[src/rtl/signed_minmax_tracker_pkg.sv]
// Shared definitions for signed_minmax_tracker: FSM state encoding, default
// sizing and the index-width helper.
package signed_minmax_tracker_pkg;

  typedef enum logic [1:0] {
    IDLE = 2'd0,
    ACC  = 2'd1,
    HOLD = 2'd2
  } state_t;

  localparam int DEF_N   = 8;
  localparam int DEF_LEN = 16;

  function automatic int idxWidth(input int len);
    return (len > 1) ? $clog2(len) : 1;
  endfunction

endpackage

[src/rtl/signed_minmax_tracker_cmp.sv]
// Combinational full-width two's-complement comparator producing lt/eq/gt of a
// relative to b.
module signed_cmp
  import signed_minmax_tracker_pkg::*;
#(
  parameter int N = DEF_N
) (
  input  logic [N-1:0] a,
  input  logic [N-1:0] b,
  output logic         lt,
  output logic         eq,
  output logic         gt
);

  always_comb begin
    lt = ($signed(a) <  $signed(b));
    eq = (a == b);
    gt = ($signed(a) >  $signed(b));
  end

endmodule

[src/rtl/signed_minmax_tracker.sv]
// Tracks signed running min/max over a LEN-sample frame and presents the result
// on a valid/ready output. Index tracking is built only when MINMAX_IDX_EN is defined.
module signed_minmax_tracker
  import signed_minmax_tracker_pkg::*;
#(
  parameter int N   = DEF_N,
  parameter int LEN = DEF_LEN,
  localparam int IW = idxWidth(LEN)
) (
  input  logic          clk,
  input  logic          rst_n,
  input  logic          start,
  output logic          busy,
  input  logic          in_valid,
  output logic          in_ready,
  input  logic [N-1:0]  in_data,
  output logic          out_valid,
  input  logic          out_ready,
  output logic [N-1:0]  min_out,
  output logic [N-1:0]  max_out,
  output logic [IW-1:0] min_idx,
  output logic [IW-1:0] max_idx
);

  state_t        state, stateNext;
  logic [IW-1:0] sampleCnt;
  logic [N-1:0]  minVal, maxVal;
  logic          accept, firstSample, lastSample;
  logic          minLt, minEq, minGt, maxLt, maxEq, maxGt;
  logic          minRepl, maxRepl;
  logic          unusedCmp;

  signed_cmp #(.N(N)) cmpMin (.a(in_data), .b(minVal), .lt(minLt), .eq(minEq), .gt(minGt));
  signed_cmp #(.N(N)) cmpMax (.a(in_data), .b(maxVal), .lt(maxLt), .eq(maxEq), .gt(maxGt));

  assign unusedCmp = minGt ^ maxLt;

  assign accept      = in_ready && in_valid;
  assign firstSample = (sampleCnt == '0);
  assign lastSample  = (sampleCnt == IW'(LEN - 1));
  // Ties never replace, so the earliest occurrence keeps its index.
  assign minRepl     = minLt && !minEq;
  assign maxRepl     = maxGt && !maxEq;

  always_ff @(posedge clk or negedge rst_n) begin
    if (!rst_n) state <= IDLE;
    else        state <= stateNext;
  end

  always_comb begin
    stateNext = state;
    case (state)
      IDLE:    if (start) stateNext = ACC;
      ACC:     if (accept && lastSample) stateNext = HOLD;
      HOLD:    if (out_ready) stateNext = IDLE;
      default: stateNext = IDLE;
    endcase
  end

  always_comb begin
    busy      = (state == ACC) || (state == HOLD);
    in_ready  = (state == ACC);
    out_valid = (state == HOLD);
  end

  always_ff @(posedge clk or negedge rst_n) begin
    if (!rst_n) begin
      sampleCnt <= '0;
      minVal    <= '0;
      maxVal    <= '0;
    end else if (state == IDLE && start) begin
      sampleCnt <= '0;
    end else if (accept) begin
      if (!lastSample) sampleCnt <= sampleCnt + IW'(1);
      if (firstSample) begin
        minVal <= in_data;
        maxVal <= in_data;
      end else begin
        if (minRepl) minVal <= in_data;
        if (maxRepl) maxVal <= in_data;
      end
    end
  end

  assign min_out = minVal;
  assign max_out = maxVal;

`ifdef MINMAX_IDX_EN
  logic [IW-1:0] minIdx, maxIdx;

  always_ff @(posedge clk or negedge rst_n) begin
    if (!rst_n) begin
      minIdx <= '0;
      maxIdx <= '0;
    end else if (accept) begin
      if (firstSample) begin
        minIdx <= sampleCnt;
        maxIdx <= sampleCnt;
      end else begin
        if (minRepl) minIdx <= sampleCnt;
        if (maxRepl) maxIdx <= sampleCnt;
      end
    end
  end

  assign min_idx = minIdx;
  assign max_idx = maxIdx;
`else
  assign min_idx = '0;
  assign max_idx = '0;
`endif

endmodule

[config.mk]
export PLATFORM = sky130hd
export DESIGN_NAME = signed_minmax_tracker
export DESIGN_NICKNAME = d
export VERILOG_FILES = /design/src/rtl/signed_minmax_tracker_pkg.sv /design/src/rtl/signed_minmax_tracker_cmp.sv /design/src/rtl/signed_minmax_tracker.sv
export SDC_FILE = /design/constraint.sdc
export NUM_CORES = 1
export LEC_CHECK = 0
export CAP_MARGIN = 20
export CORE_MARGIN = 2
export CORE_UTILIZATION = 53
export CTS_CLUSTER_DIAMETER = 200
export CTS_CLUSTER_SIZE = 28
export DETAILED_ROUTE_END_ITERATION = 10
export PLACE_DENSITY_LB_ADDON = 0.08
export SYNTH_ARGS = -nofsm -noshare
export SYNTH_HDL_FRONTEND = slang
export SYNTH_HIERARCHICAL = 1
export SYNTH_SLANG_ARGS = --single-unit
[constraint.sdc]
create_clock -name clk -period 6.63 [get_ports clk]
set_input_delay 1.6575 -clock clk [delete_from_list [all_inputs] [get_ports clk]]
set_output_delay 1.6575 -clock clk [all_outputs]
set_load 0.01 [all_outputs]
==> flow_results.org, run 1 <==
** GRT
- The first global-routing pass estimated 5.07 mm of wire.
- Largest net degree at the start of global routing :: 23
- Via count of the first global-routing pass :: 1227
- GR Util All Layers :: 0.190
- The number of antenna violations at the first check in global routing is 0.
- Remaining Overflow, GRT :: 0

** Timing
- Final count of negative-setup-slack endpoints :: 0
- Headroom to the max-slew limit :: 0.655
- Share of the clock period used by the worst path after layout :: 0.619
- Final hold violation count :: 0
- Maximum operating frequency :: 0.244 GHz
- Number of slew-limit violations in the final report :: 0
- Unrepaired setup endpoints after global routing :: false
- Setup total negative slack on the finished layout was measured at 0 ps.
- Measured slew at the worst slew-check pin :: 516 ps
- Clock Skew :: 10.0 ps
- The routed design could run at a clock period as short as 4100 ps.

** Die
- For this configuration, the core starts out at a cell density of 0.565.
- Area of the die :: 3410 sq um
- The die is 58.4 um tall.
- I/O pins :: 40
- Core box area :: 2780 sq um
- Horizontal die dimension :: 58.4 um
- After floorplanning, the core was divided into 19 placement rows.

** Detailed routing
- In this run the remaining antenna-violating nets after routing total 0.
- Total Wirelength :: 2.98 mm
- Via-per-instance ratio :: 5.37
- Dividing the detail-routed wire length by the instance count gives 14.0 um.
- The first TritonRoute pass finished after 2 iterations.
- The detailed router finished its first iteration with 17 violations.
- Detailed routing inserted a total of 1144 vias.
- Post-route DRC violation count :: 0

** CTS
- TritonCTS created 3 clock buffers.
- Clock latency on the worst-skew pair :: 310 ps
- Clock-pin slew was measured on the worst setup and hold paths at 130 ps.
- Level count of the clock H-tree :: 1
- Clock Tree Root :: sky130_fd_sc_hd__clkbuf_4
- Clock tree from TritonCTS :: done
- No sink is reached through more buffers than the 2 on the longest clock path.
- The number of gates resized after CTS was 0.
- CTS saw 22 sinks.
- The number of setup buffers added after CTS is 0.
- Hold repair after CTS inserted 0 buffers.

** Setup path
- Req. time, crit path :: 6840 ps
- The worst setup path is captured at a register.
- Setup slack on the worst reg-to-reg path comes out at 3950 ps.
- STA puts the critical path data arrival time at 4310 ps.
- Critical path startpoint category :: primary input
- Crit-path max FO :: 8
- Class of the most critical setup path :: primary input to register

** Logic synthesis
- Syn. warnings :: 6
- Number of instances in the synthesized netlist :: 148
- Summing every instance area after synthesis gives 1570 sq um.
- A synthesized cell averages 10.6 sq um.

** Placed design
- Global placer's final weighted congestion :: 0.865
- Buffers placed on the I/O ports in this run total 31.
- The wire-length estimate of the detail-placed layout is 2.31 mm.

** Cells and area
- Number of fill cells in the layout :: 221
- The area growth from synthesis to layout is 24.1%.
- Share of layout cells above drive strength 1 :: 0.176
- The net count of the finished layout is 218.
- Antenna Diode Count :: 0

** Power
- Cell area power density :: 421 nW/um^2
- The analysis attributes to cell leakage a power of 0.947 nW.
- The completed layout was analyzed and its total power is 0.820 mW.
- Peak supply drop :: 0.310 mV

** Worst hold path
- The min-delay analysis places its worst path in the category register to register.

** Outcome
- The flow ran to the end, and the final reports show no timing, DRC or antenna violations.

** Job
- Max-capacitance violation count :: 0
per-stage QoR:
step	cells	setup slack (ps)	util	area [sq um]	hold WS [ps]
global placement	208	2180	0.676	1880	515
floorplan	155	2960	-	1600	497
detailed placement	208	2160	0.676	1880	523
CTS	212	2510	0.695	1930	556
finish	213	2530	0.700	1950	553
global route	213	2390	0.700	1950	575
power breakdown:
| part | switching (mW) | total, mW | internal [mW] |
|---|---|---|---|
| clock | 0.0446 | 0.106 | 0.0611 |
| sequential | 0.0493 | 0.244 | 0.195 |
| combinational | 0.208 | 0.470 | 0.262 |
critical path, cell delays in order:
cell and delay (ps):
sky130_fd_sc_hd__clkdlybuf4s50_1 460, sky130_fd_sc_hd__ha_1 350, sky130_fd_sc_hd__and4_4 210, sky130_fd_sc_hd__o2111a_1 150, sky130_fd_sc_hd__a211oi_2 240, sky130_fd_sc_hd__mux2i_1 220
sky130_fd_sc_hd__nand2b_1 110, sky130_fd_sc_hd__a211oi_4 510, sky130_fd_sc_hd__mux2_2 400
path summary, 6_finish.rpt:
check	from	to	cells past startpoint
max	in_data[7]	min_out[7]	9
min	max_out[7]	max_out[7]	1
max reg2reg	min_out[7]	min_out[7]	9
min reg2reg	max_out[7]	max_out[7]	1
max in group asynchronous	rst_n	min_out[1]	2
min in group asynchronous	rst_n	max_out[5]	1
cells in the final DEF, fill, tap and decap left out, types with 2 or more instances in the layout:
master and count:
sky130_fd_sc_hd__and4_4 2, sky130_fd_sc_hd__clkdlybuf4s50_1 31, sky130_fd_sc_hd__a21o_1 2, sky130_fd_sc_hd__clkbuf_4 3, sky130_fd_sc_hd__mux2_2 17, sky130_fd_sc_hd__conb_1 8, sky130_fd_sc_hd__nand2b_1 2, sky130_fd_sc_hd__inv_1 25
sky130_fd_sc_hd__dfrtp_1 22, sky130_fd_sc_hd__nand2_1 3, sky130_fd_sc_hd__a211oi_4 2, sky130_fd_sc_hd__mux2i_1 2, sky130_fd_sc_hd__nor2b_1 6, sky130_fd_sc_hd__a211oi_2 2, sky130_fd_sc_hd__o21ai_0 4, sky130_fd_sc_hd__ha_1 22
sky130_fd_sc_hd__o2111a_1 2, sky130_fd_sc_hd__nor3_1 3, sky130_fd_sc_hd__and2_1 3, sky130_fd_sc_hd__a21oi_1 5, sky130_fd_sc_hd__nand4_1 3
area by class of cell:
cell class | count | area [sq um] | share of cell area
clock buffers | 3 | 22.5 | 0.0116
clock inverters | 1 | 30.0 | 0.0154
inverters | 25 | 93.8 | 0.0482
multi-input cells | 99 | 887 | 0.455
flip-flops and latches | 22 | 551 | 0.283
well taps | 31 | 38.8 | 0.0199
repair buffers | 32 | 325 | 0.167
sequential cells by signal (all words and copies together), names as in the netlist:
| signal | cells |
|---|---|
| state | 2 |
| max_out | 8 |
| min_out | 8 |
| sampleCnt | 4 |
layer usage:
metal  wire length [um]  track usage  vias to the layer above
met5                  0            0                        -
met4                 18       0.0698                        0
met3                111       0.0264                        2
met2               1450        0.331                       26
met1               1390        0.240                      555
li1                   -            -                      561
Power figures use the tool's default switching activity.
==> run 2: changes to the inputs <==
--- a/config.mk
+++ b/config.mk
@@ -7,7 +7,7 @@
 export LEC_CHECK = 0
 export CAP_MARGIN = 20
 export CORE_MARGIN = 2
-export CORE_UTILIZATION = 53
+export CORE_UTILIZATION = 49
 export CTS_CLUSTER_DIAMETER = 200
 export CTS_CLUSTER_SIZE = 28
 export DETAILED_ROUTE_END_ITERATION = 10
==> constraint.sdc (replaced) <==
create_clock -name clk -period 3.8 [get_ports clk]
set_input_delay 0.95 -clock clk [delete_from_list [all_inputs] [get_ports clk]]
set_output_delay 0.95 -clock clk [all_outputs]
set_load 0.01 [all_outputs]
==> flow_results.org, run 2 (same netlist as run 1, synthesis figures left out) <==
** Outcome
- The flow ran to the end, and the final reports show no timing, DRC or antenna violations.

** Cells and area
- The total number of nets in the final design came to 222 (+1.8%).
- The final antenna diode count was 0 (unchanged).
- The combined flip-flop and latch cell area came to 551 sq um (unchanged).
- The number of fill cells came to 272 (+23%).
- The area of combinational cells with multiple inputs is 887 sq um (unchanged).
- Commonest cells after routing, fill and taps aside :: 31 x sky130_fd_sc_hd__clkdlybuf4s50_1, 25 x sky130_fd_sc_hd__inv_1, 22 x sky130_fd_sc_hd__ha_1, 22 x sky130_fd_sc_hd__dfrtp_1, 17 x sky130_fd_sc_hd__mux2_2
- Growth of design area from synthesis to finish :: 25.1%
- Most common library cell in the layout ignoring fill and taps :: sky130_fd_sc_hd__clkdlybuf4s50_1
- Share of layout cells above drive strength 1 :: 0.189 (+0.0134)

** Timing
- The least setup slack across all paths after layout was 585 ps (-1940 ps).
- The final number of max-transition violations came to 0 (unchanged).
- Setup repair after global routing left no endpoint under its margin.
- Share of the clock period used by the worst path after layout :: 0.846
- The final setup violation count is 0 (unchanged).
- Final hold violation count :: 0 (unchanged)
- Clock Skew :: 5.95 ps (-4.05 ps)
- Counting I/O delays and the setup requirement, the final critical path takes 3220 ps.
- The post-route setup TNS is 0 ps (unchanged).
- Timing would allow up to 0.311 GHz.

** CTS
- The post-CTS setup buffer count is 0 (unchanged).
- The maximum clock insertion buffer count was 2 (unchanged).
- The maximum level of the CTS H-tree was 1 (unchanged).
- TritonCTS built the clock tree.
- Number of sinks on the clock net :: 22 (unchanged)
- The clock insertion delay at the later pin of the skew report was 300 ps (about the same).
- Number of hold buffers added after CTS :: 0 (unchanged)
- CTS Buf Count :: 3 (unchanged)
- Register clock-pin slew on the reported worst setup and hold paths :: 110 ps (-20 ps)
- The cell sitting at the root of the clock tree is a sky130_fd_sc_hd__clkbuf_4.
- Number of cells upsized or downsized after cts :: 0 (unchanged)

** Die
- Area of the die :: 3670 sq um (+7.6%)
- The die height came to 60.6 um (+3.7%).
- The top-level port count was 40 (unchanged).
- The floorplan row count is 20 (+1).
- Horizontal die dimension :: 60.6 um (+3.7%)
- Core box area :: 3050 sq um (+9.8%)
- Effective utilization at floorplan :: 0.514 (-0.0502)

** Detailed routing
- The average detailed-routed wire length per instance was 12.5 um (-11%).
- The number of DRC markers after the initial detailed-route iteration is 15 (-2).
- The total wirelength of the detailed-routed design came to 2.86 mm (-4.0%).
- The via density per instance was 4.91 (-8.6%).
- Number of detailed-route iterations in the first pass :: 4 (+2)
- The remaining antenna violation count after routing is 0 (unchanged).
- Post-route DRC violation count :: 0 (unchanged)
- Vias :: 1124 (-1.7%)

** Placed design
- Detailed placer's ending HPWL :: 2.35 mm (+1.8%)
- The placer congestion estimate was 0.758 (-12%).
- The setup slack after placement was 245 ps (-1910 ps).
- The count of buffers inserted at the top-level ports is 31 (unchanged).

** Worst hold path
- Classification of the worst-slack hold path :: register to register

** Power
- Combinational cell fraction of total power :: 0.612 (+0.039)
- The power density relative to cell area came to 696 nW/um^2 (+65%).
- Sequential share of power :: 0.311 (+0.013)
- Int Pwr :: 0.854 mW (+65%)
- Leakage power :: 0.954 nW (+0.73%)
- The sum of internal, switching and leakage power came to 1.37 mW (+67%).
- Proportion of total power due to net switching :: 0.376 (+0.00792)
- The largest vdd supply drop is 0.373 mV (+21%).
- Clk pwr share :: 0.076 (-0.053)
- The net load switching power is 0.514 mW (+70%).

** GRT
- The final global-route overflow total came to 0 (unchanged).
- Number of antenna violations at the first check in global routing :: 0 (unchanged)
- The global-route wire length before repair is 4.83 mm (-4.8%).
- The maximum number of pins on one net before global-route repair came to 23 (unchanged).
- The number of global-route vias before repair came to 1087 (-11%).
- The overall routing resource usage came to 0.174 (-0.0164).

** Setup path
- The critical path is of the primary input to register type.
- Critical path capture point type :: register
- The worst path required time came to 4000 ps (-2840 ps).
- The maximum fanout along the worst path was 4 (-4).
- The worst setup path is launched from a primary input.
- Max stage delay on crit path :: 460 ps (-50 ps)
- The signal on the critical path passes through clkdlybuf4s50_1, ha_1, and4_4, o2111a_1, a211oi_2, mux2i_1, nand2b_1, a211oi_4, buf_4, mux2_2.
- For this design, the slowest cell found on the critical path is sky130_fd_sc_hd__clkdlybuf4s50_1.
- Critical path data arrival time :: 3410 ps (-900 ps)

** Job
- Max-capacitance violation count :: 0 (unchanged)
-- run 2: changes by cell type in the layout (fill, tap and decap cells not counted), sizes merged --
cell and delta:
buf +4, bufinv -1
-- run 2: final timing paths --
check / startpoint / to / slack, ps / cells after the start
setup reg to reg: max_out[7] / max_out[3] / 1300 / 10
max in group asynchronous: rst_n / state[1] / 2410 / 2
hold / removal: max_out[2] / max_out[2] / 540 / 1
hold reg to reg: max_out[2] / max_out[2] / 540 / 1
min in group asynchronous: rst_n / min_out[3] / 940 / 1
setup / recovery: in_data[7] / max_out[3] / 580 / 10
-- run 2: metal layers --
layer / share of wire / GRT usage / vias to the layer above
li1: - / - / 571
met4: 0.010 / 0.0559 / 0
met1: 0.47 / 0.229 / 520
met3: 0.033 / 0.0192 / 4
met2: 0.48 / 0.300 / 29
met5: 0 / 0 / -
-- run 2: final cells by class --
type | instances | area share
inverter | 25 | 0.0478
tap | 44 | 0.0280
clock buffer | 3 | 0.0115
sequential | 22 | 0.280
multi-input combinational | 99 | 0.452
timing repair buffer | 36 | 0.181
-- run 2: stage by stage --
stage	area (sq um)	std cells	hold slack (ps)	util
finish	1960	229	544	0.643
global route	1960	229	582	0.643
CTS	1950	228	552	0.639
detailed placement	1930	225	525	0.631
global placement	1930	225	517	0.631
floorplan	1600	155	497	-
-- run 2: power by group through the flow --
stage | clock network (mW) | logic, mW | registers [mW]
5_1_grt | 0.120 | 0.936 | 0.443
4_1_cts | 0.109 | 0.853 | 0.428
2_1_floorplan | 0 | 0.481 | 0.458
6_report | 0.104 | 0.838 | 0.426
3_3_place_gp | 0 | 0.832 | 0.426
3_5_place_dp | 0 | 0.848 | 0.433
-- run 2: critical path: cells and delay by family --
kind	cells	cell delay (ps)
AO/OA/AOI/OAI	3	600
adder cells (fa/ha/maj)	1	360
buffers and inverters	2	640
multiplexers	2	540
AND/OR/NAND/NOR	2	320
==> run 3: changes to the inputs <==
==> constraint.sdc (replaced) <==
create_clock -name clk -period 3 [get_ports clk]
set_input_delay 0.75 -clock clk [delete_from_list [all_inputs] [get_ports clk]]
set_output_delay 0.75 -clock clk [all_outputs]
set_load 0.01 [all_outputs]
==> flow_results.org, run 3 (same netlist as run 1, synthesis figures left out) <==
** Outcome
- The flow ran to the end, and the final reports show no timing, DRC or antenna violations.

** GRT
- Remaining Overflow, GRT :: 0 (unchanged)
- Largest net degree at the start of global routing :: 23 (unchanged)
- The global-route wire length before repair was 5.00 mm (+3.4%).
- Via count of the first global-routing pass :: 1140 (+4.9%)
- Number of antenna violations at the first check in global routing :: 0 (unchanged)
- GR Util All Layers :: 0.185 (+0.0111)

** Timing
- Dividing the final minimum period by the clock period gives 0.959.
- Shortest period the worst path allows :: 2880 ps
- Unrepaired setup endpoints after global routing :: false
- Final count of negative-setup-slack endpoints :: 0 (unchanged)
- Maximum operating frequency :: 0.348 GHz
- The final number of max-transition violations is 0 (unchanged).
- The number of failing hold endpoints at the final stage came to 0 (unchanged).
- Clock Skew :: 4.26 ps (-1.70 ps)
- Worst Hold Margin :: 551 ps (+6.57 ps)

** Cells and area
- Growth of design area from synthesis to finish :: 29.2%
- Number of fill cells in the layout :: 272 (unchanged)
- The count of non-filler cells in the finished layout was 234 (+2.2%).
- Final std cell area, no fill :: 2030 sq um (+3.3%)
- Commonest cells after routing, fill and taps aside :: 25 x sky130_fd_sc_hd__inv_1, 25 x sky130_fd_sc_hd__clkdlybuf4s50_1, 22 x sky130_fd_sc_hd__dfrtp_1
- Antenna Diode Count :: 0 (unchanged)
- The fraction of final layout cells with drive strength greater than 1 was 0.216 (+0.0266).
- The total number of nets in the final design was 227 (+2.3%).
- The final cell utilization of the core came to 0.665 (+0.0213).

** Setup path
- Critical path data arrival time :: 3080 ps (-330 ps)
- The most critical setup path has its startpoint at in_data[1].
- Max stage delay on crit path :: 320 ps (-140 ps)
- The maximum fanout along the worst path came to 4 (unchanged).
- Critical path capture point type :: register
- Class of the most critical setup path :: primary input to register
- Traced cell by cell, the critical path runs through dlygate4sd2_1, ha_1, nor2b_1, o2111a_1, a211oi_2, mux2i_1, nand2b_1, a211oi_4, buf_6, mux2_2.
- Cell with the largest stage delay on the worst path :: sky130_fd_sc_hd__mux2_2
- Req. time, crit path :: 3200 ps (-800 ps)
- Critical path startpoint category :: primary input
- Worst reg2reg path startpoint :: min_out[6]

** Die
- The floorplan row count is 20 (unchanged).
- The core box area was 3050 sq um (unchanged).
- Horizontal die dimension :: 60.6 um (unchanged)
- The die height came to 60.6 um (unchanged).
- The top-level port count came to 40 (unchanged).
- Area of the die :: 3670 sq um (unchanged)
- The starting utilization of the core area came to 0.514 (unchanged).

** Worst hold path
- The startpoint identified for the worst hold timing path is min_out[4].
- Classification of the worst-slack hold path :: register to register

** CTS
- The maximum level of the CTS H-tree is 1 (unchanged).
- The clock insertion delay at the later pin of the skew report was 300 ps (about the same).
- Register clock-pin slew on the reported worst setup and hold paths :: 110 ps (about the same)
- Clock tree synthesis selected as its root buffer the cell sky130_fd_sc_hd__clkbuf_4.
- The post-CTS setup buffer count is 0 (unchanged).
- The number of hold buffers added after cts was 0 (unchanged).
- TritonCTS built the clock tree.
- CTS Buf Count :: 3 (unchanged)
- Maximum number of buffers from clock root to sink :: 2 (unchanged)
- Number of sinks on the clock net :: 22 (unchanged)

** Detailed routing
- Number of nets with antenna violations after detailed routing :: 0 (unchanged)
- The total via count in the routed design came to 1142 (+1.6%).
- The remaining routing DRC violations was 0 (unchanged).
- Mean routed wirelength per cell :: 12.9 um (+3.2%)
- Number of detailed-route iterations in the first pass :: 5 (+1)
- The number of DRC markers after the initial detailed-route iteration was 33 (+18).
- The via density per instance is 4.88 (-0.57%).
- Total Wirelength :: 3.02 mm (+5.5%)

** Placed design
- Count of buffers from port buffering :: 31 (unchanged)
- Cell count after placement :: 231 (+2.7%)
- Placed instance area :: 1970 sq um (+2.3%)
- Global placer's final weighted congestion :: 0.780 (+3.0%)
- The estimated wirelength of the detail-placed design is 2.44 mm (+3.5%).

** Power
- Final Total Pwr :: 1.79 mW (+31%)
- The leakage power total came to 1.02 nW (+6.7%).
- Cell area power density :: 883 nW/um^2 (+27%)
- The largest vdd supply drop is 0.442 mV (+18%).

** Job
- The total of max-cap violations is 0 (unchanged).
-- run 3: layout make-up --
| class | instances | area (sq um) | area share |
|---|---|---|---|
| Clock buffer | 3 | 22.5 | 0.0111 |
| Inverter | 25 | 93.8 | 0.0462 |
| Multi-Input combinational cell | 99 | 900 | 0.443 |
| Sequential cell | 22 | 551 | 0.271 |
| Tap cell | 44 | 55.1 | 0.0271 |
| Timing Repair Buffer | 41 | 408 | 0.201 |
-- run 3: layer usage --
metal  up-vias  track usage  share of wire
met1       536        0.242           0.46
met4         0       0.0652         0.0070
met5         -            0              0
met3         2       0.0299          0.029
li1        579            -              -
met2        25        0.310           0.50
-- run 3: what timing repair did --
item,in CTS,in global routing
resized for setup,4,7
endpoints found under the setup margin,16,16
pin swaps,3,7
-- run 3: worst max-delay path, delay by kind of cell --
family / cells / cell delay, ps
buffers and inverters: 2 / 440
and+or+nand+nor: 2 / 260
AOI/OAI and AO/OA: 3 / 770
muxes: 2 / 550
adders and majority gates: 1 / 310
-- run 3: power by group --
part	leakage, nW	internal [mW]	switching, mW
Combinational	0.736	0.640	0.481
Clock	0.0138	0.0469	0.0863
Sequential	0.268	0.432	0.105
Total	1.02	1.12	0.673
-- run 3: worst paths after layout --
check	to	slack [ps]	cells past startpoint
max in group asynchronous	max_out[5]	1990	2
min in group asynchronous	max_out[3]	780	2
min	min_out[4]	550	1
max	min_out[7]	120	10
min reg2reg	min_out[4]	550	1
max reg2reg	min_out[7]	400	10
-- run 3: stage by stage --
step	setup WS [ps]	setup TNS [ps]
5_1_grt	35.6	0
3_5_place_dp	-435	-6310
6_report	124	0
4_1_cts	-9.10	-29.0
2_1_floorplan	235	0
3_3_place_gp	-379	-5440
